`config.mk`:
```
export PLATFORM = sky130hd
export DESIGN_NAME = source_char_streamer
export DESIGN_NICKNAME = d
export VERILOG_FILES = /design/src/rtl/source_char_streamer.sv
export SDC_FILE = /design/constraint.sdc
export NUM_CORES = 1
export LEC_CHECK = 0
export ABC_AREA = 1
export CELL_PAD_IN_SITES_DETAIL_PLACEMENT = 0
export CELL_PAD_IN_SITES_GLOBAL_PLACEMENT = 1
export CORE_MARGIN = 4
export CORE_UTILIZATION = 32
export CTS_CLUSTER_DIAMETER = 150
export DETAILED_ROUTE_END_ITERATION = 12
export PLACE_DENSITY_LB_ADDON = 0.1
export SKIP_LAST_GASP = 1
export SLEW_MARGIN = 30
export SYNTH_ARGS = -nofsm -noshare
export SYNTH_HDL_FRONTEND = slang
export SYNTH_SLANG_ARGS = --single-unit
```
`constraint.sdc`:
```
create_clock -name clk_in -period 1.6 [get_ports clk_in]
set_clock_uncertainty 0.1 [all_clocks]
set_input_delay 0.24 -clock clk_in [delete_from_list [all_inputs] [get_ports clk_in]]
set_output_delay 0.24 -clock clk_in [all_outputs]
set_load 0.005 [all_outputs]
```
`src/rtl/source_char_streamer.sv`:
```
// Streams assembly source bytes from a text BRAM as character/line strobes with the current line index.
// Optional macro COMMENT_STRIP_EN drops everything from '#' up to the next line feed.
module source_char_streamer #(
    parameter int NUMBER_LINES = 256,
    parameter int TEXT_DEPTH   = 4096,
    parameter int BRAM_LATENCY = 2
) (
    input  logic                            clk_in,
    input  logic                            rst_in,
    input  logic                            start_in,
    input  logic                            pass_in,
    input  logic [$clog2(TEXT_DEPTH):0]     text_length_in,
    output logic [$clog2(TEXT_DEPTH)-1:0]   text_addr_out,
    input  logic [7:0]                      text_data_in,
    input  logic                            stall_in,
    output logic                            new_character,
    output logic                            new_line,
    output logic [7:0]                      incoming_character,
    output logic [$clog2(NUMBER_LINES)-1:0] pc,
    output logic                            pass_out,
    output logic                            busy_out,
    output logic                            done_flag,
    output logic                            error_flag,
    output logic [2:0]                      state_dbg_o
);
    localparam int AW = $clog2(TEXT_DEPTH);
    localparam int LW = AW + 1;
    localparam int PW = $clog2(NUMBER_LINES);
    localparam int CW = $clog2(BRAM_LATENCY + 1);
    localparam logic [LW-1:0] DEPTH_L = LW'(TEXT_DEPTH);
    localparam logic [7:0] LF = 8'h0A;
    localparam logic [7:0] CR = 8'h0D;
`ifdef COMMENT_STRIP_EN
    localparam logic [7:0] HASH = 8'h23;
`endif

    typedef enum logic [2:0] {
        S_IDLE, S_FETCH, S_CLASSIFY, S_EMIT, S_LINE_END, S_TAIL, S_DONE
    } state_t;

    state_t          state_q;
    logic [LW-1:0]   len_q;
    logic [LW-1:0]   idx_q;
    logic [7:0]      ch_q;
    logic [PW-1:0]   pc_q;
    logic [CW-1:0]   lat_q;
    logic            pass_q;
    logic            busy_q;
    logic            done_q;
    logic            err_q;
    logic            has_q;
`ifdef COMMENT_STRIP_EN
    logic            cmt_q;
`endif

    logic [LW-1:0]   len_clamped;
    logic            more_bytes;
    logic            skip_comment;

    assign len_clamped = (text_length_in > DEPTH_L) ? DEPTH_L : text_length_in;
    assign more_bytes  = (idx_q < len_q);

    always_comb begin
        skip_comment = 1'b0;
`ifdef COMMENT_STRIP_EN
        skip_comment = cmt_q ? (ch_q != LF) : (ch_q == HASH);
`endif
    end

    // idx_q doubles as the read address; it sits at the next byte before FETCH
    // begins, so FETCH only has to wait out the BRAM latency.
    always_ff @(posedge clk_in) begin
        if (rst_in) begin
            state_q <= S_IDLE;
            len_q   <= '0;
            idx_q   <= '0;
            ch_q    <= '0;
            pc_q    <= '0;
            lat_q   <= '0;
            pass_q  <= 1'b0;
            busy_q  <= 1'b0;
            done_q  <= 1'b0;
            err_q   <= 1'b0;
            has_q   <= 1'b0;
`ifdef COMMENT_STRIP_EN
            cmt_q   <= 1'b0;
`endif
        end else begin
            done_q <= 1'b0;
            case (state_q)
                S_IDLE: begin
                    busy_q <= 1'b0;
                    idx_q  <= '0;
                    if (start_in) begin
                        busy_q  <= 1'b1;
                        pass_q  <= pass_in;
                        len_q   <= len_clamped;
                        pc_q    <= '0;
                        err_q   <= 1'b0;
                        has_q   <= 1'b0;
                        lat_q   <= '0;
`ifdef COMMENT_STRIP_EN
                        cmt_q   <= 1'b0;
`endif
                        state_q <= (len_clamped == '0) ? S_DONE : S_FETCH;
                    end
                end
                S_FETCH: begin
                    if (lat_q == CW'(BRAM_LATENCY - 1)) begin
                        ch_q    <= text_data_in;
                        idx_q   <= idx_q + LW'(1);
                        lat_q   <= '0;
                        state_q <= S_CLASSIFY;
                    end else begin
                        lat_q <= lat_q + CW'(1);
                    end
                end
                S_CLASSIFY: begin
`ifdef COMMENT_STRIP_EN
                    if (ch_q == LF)        cmt_q <= 1'b0;
                    else if (ch_q == HASH) cmt_q <= 1'b1;
`endif
                    if (skip_comment || ch_q == CR || (ch_q == LF && !has_q))
                        state_q <= more_bytes ? S_FETCH : S_TAIL;
                    else if (ch_q == LF)
                        state_q <= S_LINE_END;
                    else
                        state_q <= S_EMIT;
                end
                S_EMIT: begin
                    if (!stall_in) begin
                        has_q   <= 1'b1;
                        state_q <= more_bytes ? S_FETCH : S_TAIL;
                    end
                end
                S_LINE_END: begin
                    if (!stall_in) begin
                        has_q <= 1'b0;
                        if (pc_q == PW'(NUMBER_LINES - 1) && more_bytes) begin
                            err_q   <= 1'b1;
                            state_q <= S_DONE;
                        end else begin
                            pc_q    <= pc_q + PW'(1);
                            state_q <= more_bytes ? S_FETCH : S_DONE;
                        end
                    end
                end
                S_TAIL: state_q <= has_q ? S_LINE_END : S_DONE;
                S_DONE: begin
                    done_q  <= 1'b1;
                    idx_q   <= '0;
                    state_q <= S_IDLE;
                end
                default: state_q <= S_IDLE;
            endcase
        end
    end

    // Strobes are gated by stall_in in the same cycle so none can appear while the consumer is busy.
    assign new_character      = (state_q == S_EMIT) && !stall_in;
    assign new_line           = (state_q == S_LINE_END) && !stall_in;
    assign incoming_character = ch_q;
    assign text_addr_out      = idx_q[AW-1:0];
    assign pc                 = pc_q;
    assign pass_out           = pass_q;
    assign busy_out           = busy_q;
    assign done_flag          = done_q;
    assign error_flag         = err_q;
    assign state_dbg_o        = state_q;

endmodule
```
==> impl_results.rst <==
.. list-table::
   :header-rows: 1

   * - Metric
     - Value
   * - Status
     - finished with violations
   * - Failing checks
     - setup timing
   * - Total die area
     - 10390 µm²
   * - Residual antenna-violating net count after detailed routing
     - 0
   * - Cell count of the worst reg-to-reg path
     - 12
   * - Async set or reset register ratio after synthesis
     - 0%
   * - GRT busiest layer
     - met2
   * - Worst path top cell family by delay
     - simple AND/OR/NAND/NOR gates
   * - Timing-limited maximum frequency
     - 0.5297 GHz
   * - Detailed Route Iter0 Violations
     - 53
   * - Total instance count after detailed placement
     - 640
   * - Final critical-path share of the clock period
     - 118.0%
   * - Row count
     - 34
   * - Worst path cell trace
     - inv_2 -> ha_4 -> nand2_4 -> nor2_4 -> nand2_4 -> nor2_4 -> nand2_2 -> buf_4 -> nand3_4 -> o211ai_1 -> a21oi_1 -> nor2_1
   * - Global routing met2 resource utilization
     - 30.78%
   * - Combined area of all synthesized cells
     - 2824 µm²
   * - Largest net degree at the start of global routing
     - 16
   * - Syn Nets
     - 431
   * - Final Setup Violations
     - 16
   * - Slew at the pin closest to its max-slew limit
     - 346.7 ps
   * - Remaining DRCs
     - 0
   * - Detailed-route wire length per cell
     - 13.03 µm
   * - #FFs+latches synth
     - 52
   * - Area of placed instances
     - 4242 µm²
   * - WS Path Type
     - reg2reg
   * - Met3 GRT Util
     - 2.389%
   * - First-pass GRT wire length
     - 13990 µm
   * - Number of global-route vias before repair
     - 3088
   * - RSZ-0062 raised after global routing
     - true
   * - CTS tree
     - done
   * - Count of antenna diodes in the layout
     - 0
   * - Core area
     - 8636 µm²
   * - Final HPWL DP
     - 6405 µm
   * - GRT met1 Usage
     - 20.51%
   * - Clock Root Buffer
     - sky130_fd_sc_hd__clkbuf_8
   * - Synth-to-Final Area Change
     - 75.01%
   * - Initial antenna violation count
     - 0
   * - RR Startpoint
     - len_q[12]
   * - EDFF count, synth
     - 0
   * - Max-cap violation count
     - 0
   * - Reg clk slew, reported paths
     - 100 ps
   * - YS warnings
     - 0
   * - Total clock sinks
     - 52
   * - CP peak stage delay
     - 330 ps
   * - Max_slew headroom
     - 76.69%
   * - Hold Crit Depth
     - 2
   * - Count of mapped cells out of synthesis
     - 391
   * - Vias
     - 3058
   * - Number of H-tree branching levels
     - 2
   * - CTS Hold Buffers Added
     - 0
   * - Initial DRT Pass Iterations
     - 4
   * - I/O pin cnt
     - 63
   * - Final weighted congestion in routability-driven placement
     - 0.8043
   * - Power per unit of standard cell area
     - 1006 nW/µm²
   * - Register-to-register path setup slack
     - -290 ps
   * - Critical Path End Type
     - flip-flop
   * - Overall power of the completed layout
     - 4.971 mW
   * - Count of different cell masters after synthesis
     - 37
   * - Total CTS buffers
     - 5
   * - Maximum clock path buffer count
     - 2
   * - Data arrival time of the critical path
     - 1990 ps
   * - Crit path required time
     - 1700 ps
   * - Average vias per placed instance
     - 4.578
   * - Die W
     - 101.9 µm
   * - Sequential element share of the synthesized area
     - 36.86%
   * - Worst-Skew Late Latency
     - 310 ps
   * - Global router's overall resource usage
     - 16.86%
   * - Peak supply drop
     - 0.0005543 V
   * - Sum Neg Setup Slack
     - -3024 ps
   * - Setup ws final
     - -287.7 ps
   * - IO Port Bufs
     - 62
   * - Final Core Density
     - 57.23%
   * - Terminating pin of the worst hold path
     - lat_q[1]
   * - Final number of max-transition violations
     - 0
   * - Post-layout instance area
     - 4942 µm²
   * - Final count of hold timing violations
     - 0
   * - Synth Flop Type
     - sky130_fd_sc_hd__dfxtp_1
   * - Total congestion overflow after global routing
     - 0
   * - Final Non-Filler Cells
     - 668
   * - Capturing point of the worst reg2reg path
     - state_dbg_o[0]
   * - Number of nets at the end of the flow
     - 599
   * - Proportion of layout cells with a drive suffix above 1
     - 43.57%
   * - Initial Util
     - 32.70%
   * - Worst Hold Launch
     - lat_q[1]
   * - Startpoint types
     - flip-flop
   * - Crit path max fanout
     - 2
   * - Slowest cell on the critical path
     - sky130_fd_sc_hd__dfxtp_2
   * - Worst Path Buf+Inv
     - 2
   * - Static leakage
     - 2.240 nW
   * - Die extent in y
     - 101.9 µm
   * - Mapped Avg Cell Area
     - 7.222 µm²
   * - Post-detailed-routing wire length
     - 8703 µm
   * - Shortest clock period the worst path allows after layout
     - 1888 ps
   * - Type of the most critical hold path
     - reg2reg
## timing repair
item	4_1_cts	5_1_grt
endpoints found under the setup margin	43	50
pin swaps	34	28
buffers inserted	17	4
cloned	1	0
gates resized for setup	95	75
## report_power, final
group | total [mW] | internal, mW | leakage [nW] | switching, mW
clock network | 0.909 | 0.465 | 0.0552 | 0.444
registers | 1.55 | 1.45 | 0.437 | 0.101
logic | 2.51 | 1.20 | 1.75 | 1.31
## per-layer routing
metal	vias to the layer above	wire [µm]	share of wire, %
li1	1606	-	-
met1	1414	3845	44
met2	30	4560	52
met3	8	201	2.3
met4	0	96	1.1
met5	-	0	0
## per-stage QoR
step / setup WS (ps) / hold WS [ps]
floorplan: -194.6 / 209.1
global placement: -332.2 / 334.3
detailed placement: -391.2 / 339.0
CTS: -296.0 / 354.9
global route: -411.3 / 384.8
finish: -287.7 / 348.7
## worst max-delay path by stage
stage,slack (ps),start,cells after the start,endpoint
floorplan,-190,len_q[12],15,pc[3]
global placement,-330,len_q[12],15,pc[3]
detailed placement,-390,len_q[10],15,pc[3]
CTS,-300,len_q[9],14,pc[6]
global route,-410,len_q[12],15,state_dbg_o[2]
finish,-290,len_q[12],12,state_dbg_o[0]
## logic make-up after synthesis
kind of cell	count (synthesis)	synth area share (%)
simple gates	165	27.69
buf+inv	84	12.94
compound gates	72	15.06
flops	52	36.86
fa+ha+maj	14	6.203
xor+xnor	4	1.240
## cells in the mapped netlist, types with 4 or more instances
cell type | number | share of area (%)
sky130_fd_sc_hd__o21ai_1 | 6 | 1.1
sky130_fd_sc_hd__nand2_1 | 74 | 9.8
sky130_fd_sc_hd__dfxtp_1 | 52 | 37
sky130_fd_sc_hd__nor2_1 | 44 | 5.8
sky130_fd_sc_hd__nand3_1 | 17 | 3.0
sky130_fd_sc_hd__clkbuf_1 | 4 | 0.53
sky130_fd_sc_hd__inv_2 | 5 | 0.66
sky130_fd_sc_hd__inv_1 | 59 | 7.8
sky130_fd_sc_hd__buf_4 | 12 | 3.2
sky130_fd_sc_hd__xor2_1 | 4 | 1.2
sky130_fd_sc_hd__a21oi_1 | 34 | 6.0
sky130_fd_sc_hd__o21ai_0 | 12 | 2.1
sky130_fd_sc_hd__nand4_1 | 6 | 1.3
sky130_fd_sc_hd__nor3_1 | 8 | 1.4
sky130_fd_sc_hd__ha_1 | 14 | 6.2
sky130_fd_sc_hd__o32ai_1 | 9 | 2.8
## area by class of cell
cell class / instances / area [µm²]
fill: 847 / 3694
multi-input combinational: 256 / 1817
timing repair buffer: 178 / 1521
sequential: 52 / 1090
inverter: 66 / 271.5
tap: 108 / 135.1
clock buffer: 6 / 72.57
clock inverter: 2 / 35.03
## sequential cells by signal (all words and copies together) (netlist names)
name / cells
done_flag: 1
error_flag: 1
incoming_character: 8
len_q: 13
state_dbg_o: 3
busy_out: 1
pc: 8
pass_out: 1
has_q: 1
lat_q: 2
idx_q: 13
## worst min-delay path, stage by stage, from the launching register on
cell	delay, ps
sky130_fd_sc_hd__dfxtp_1	320
sky130_fd_sc_hd__nand2_1	60
sky130_fd_sc_hd__a21oi_1	40
## cells in the final DEF (no fill, tap or decap), drive strengths merged
cell type / instances
xor2: 4
clkinv: 1
nand4: 7
o21ai: 19
nor2: 50
o22ai: 3
o32ai: 9
ha: 14
nor3: 9
buf: 118
a21oi: 34
dlymetal6s2s: 1
clkdlybuf4s50: 39
nor3b: 1
dfxtp: 52
a221oi: 1
nand3: 18
dlygate4sd2: 20
nand2: 81
o221ai: 1
a31oi: 1
clkinvlp: 1
o211ai: 1
bufinv: 1
inv: 65
clkbuf: 6
o31ai: 2
a211oi: 1
Note: power is estimated with default switching activity, not from simulation.
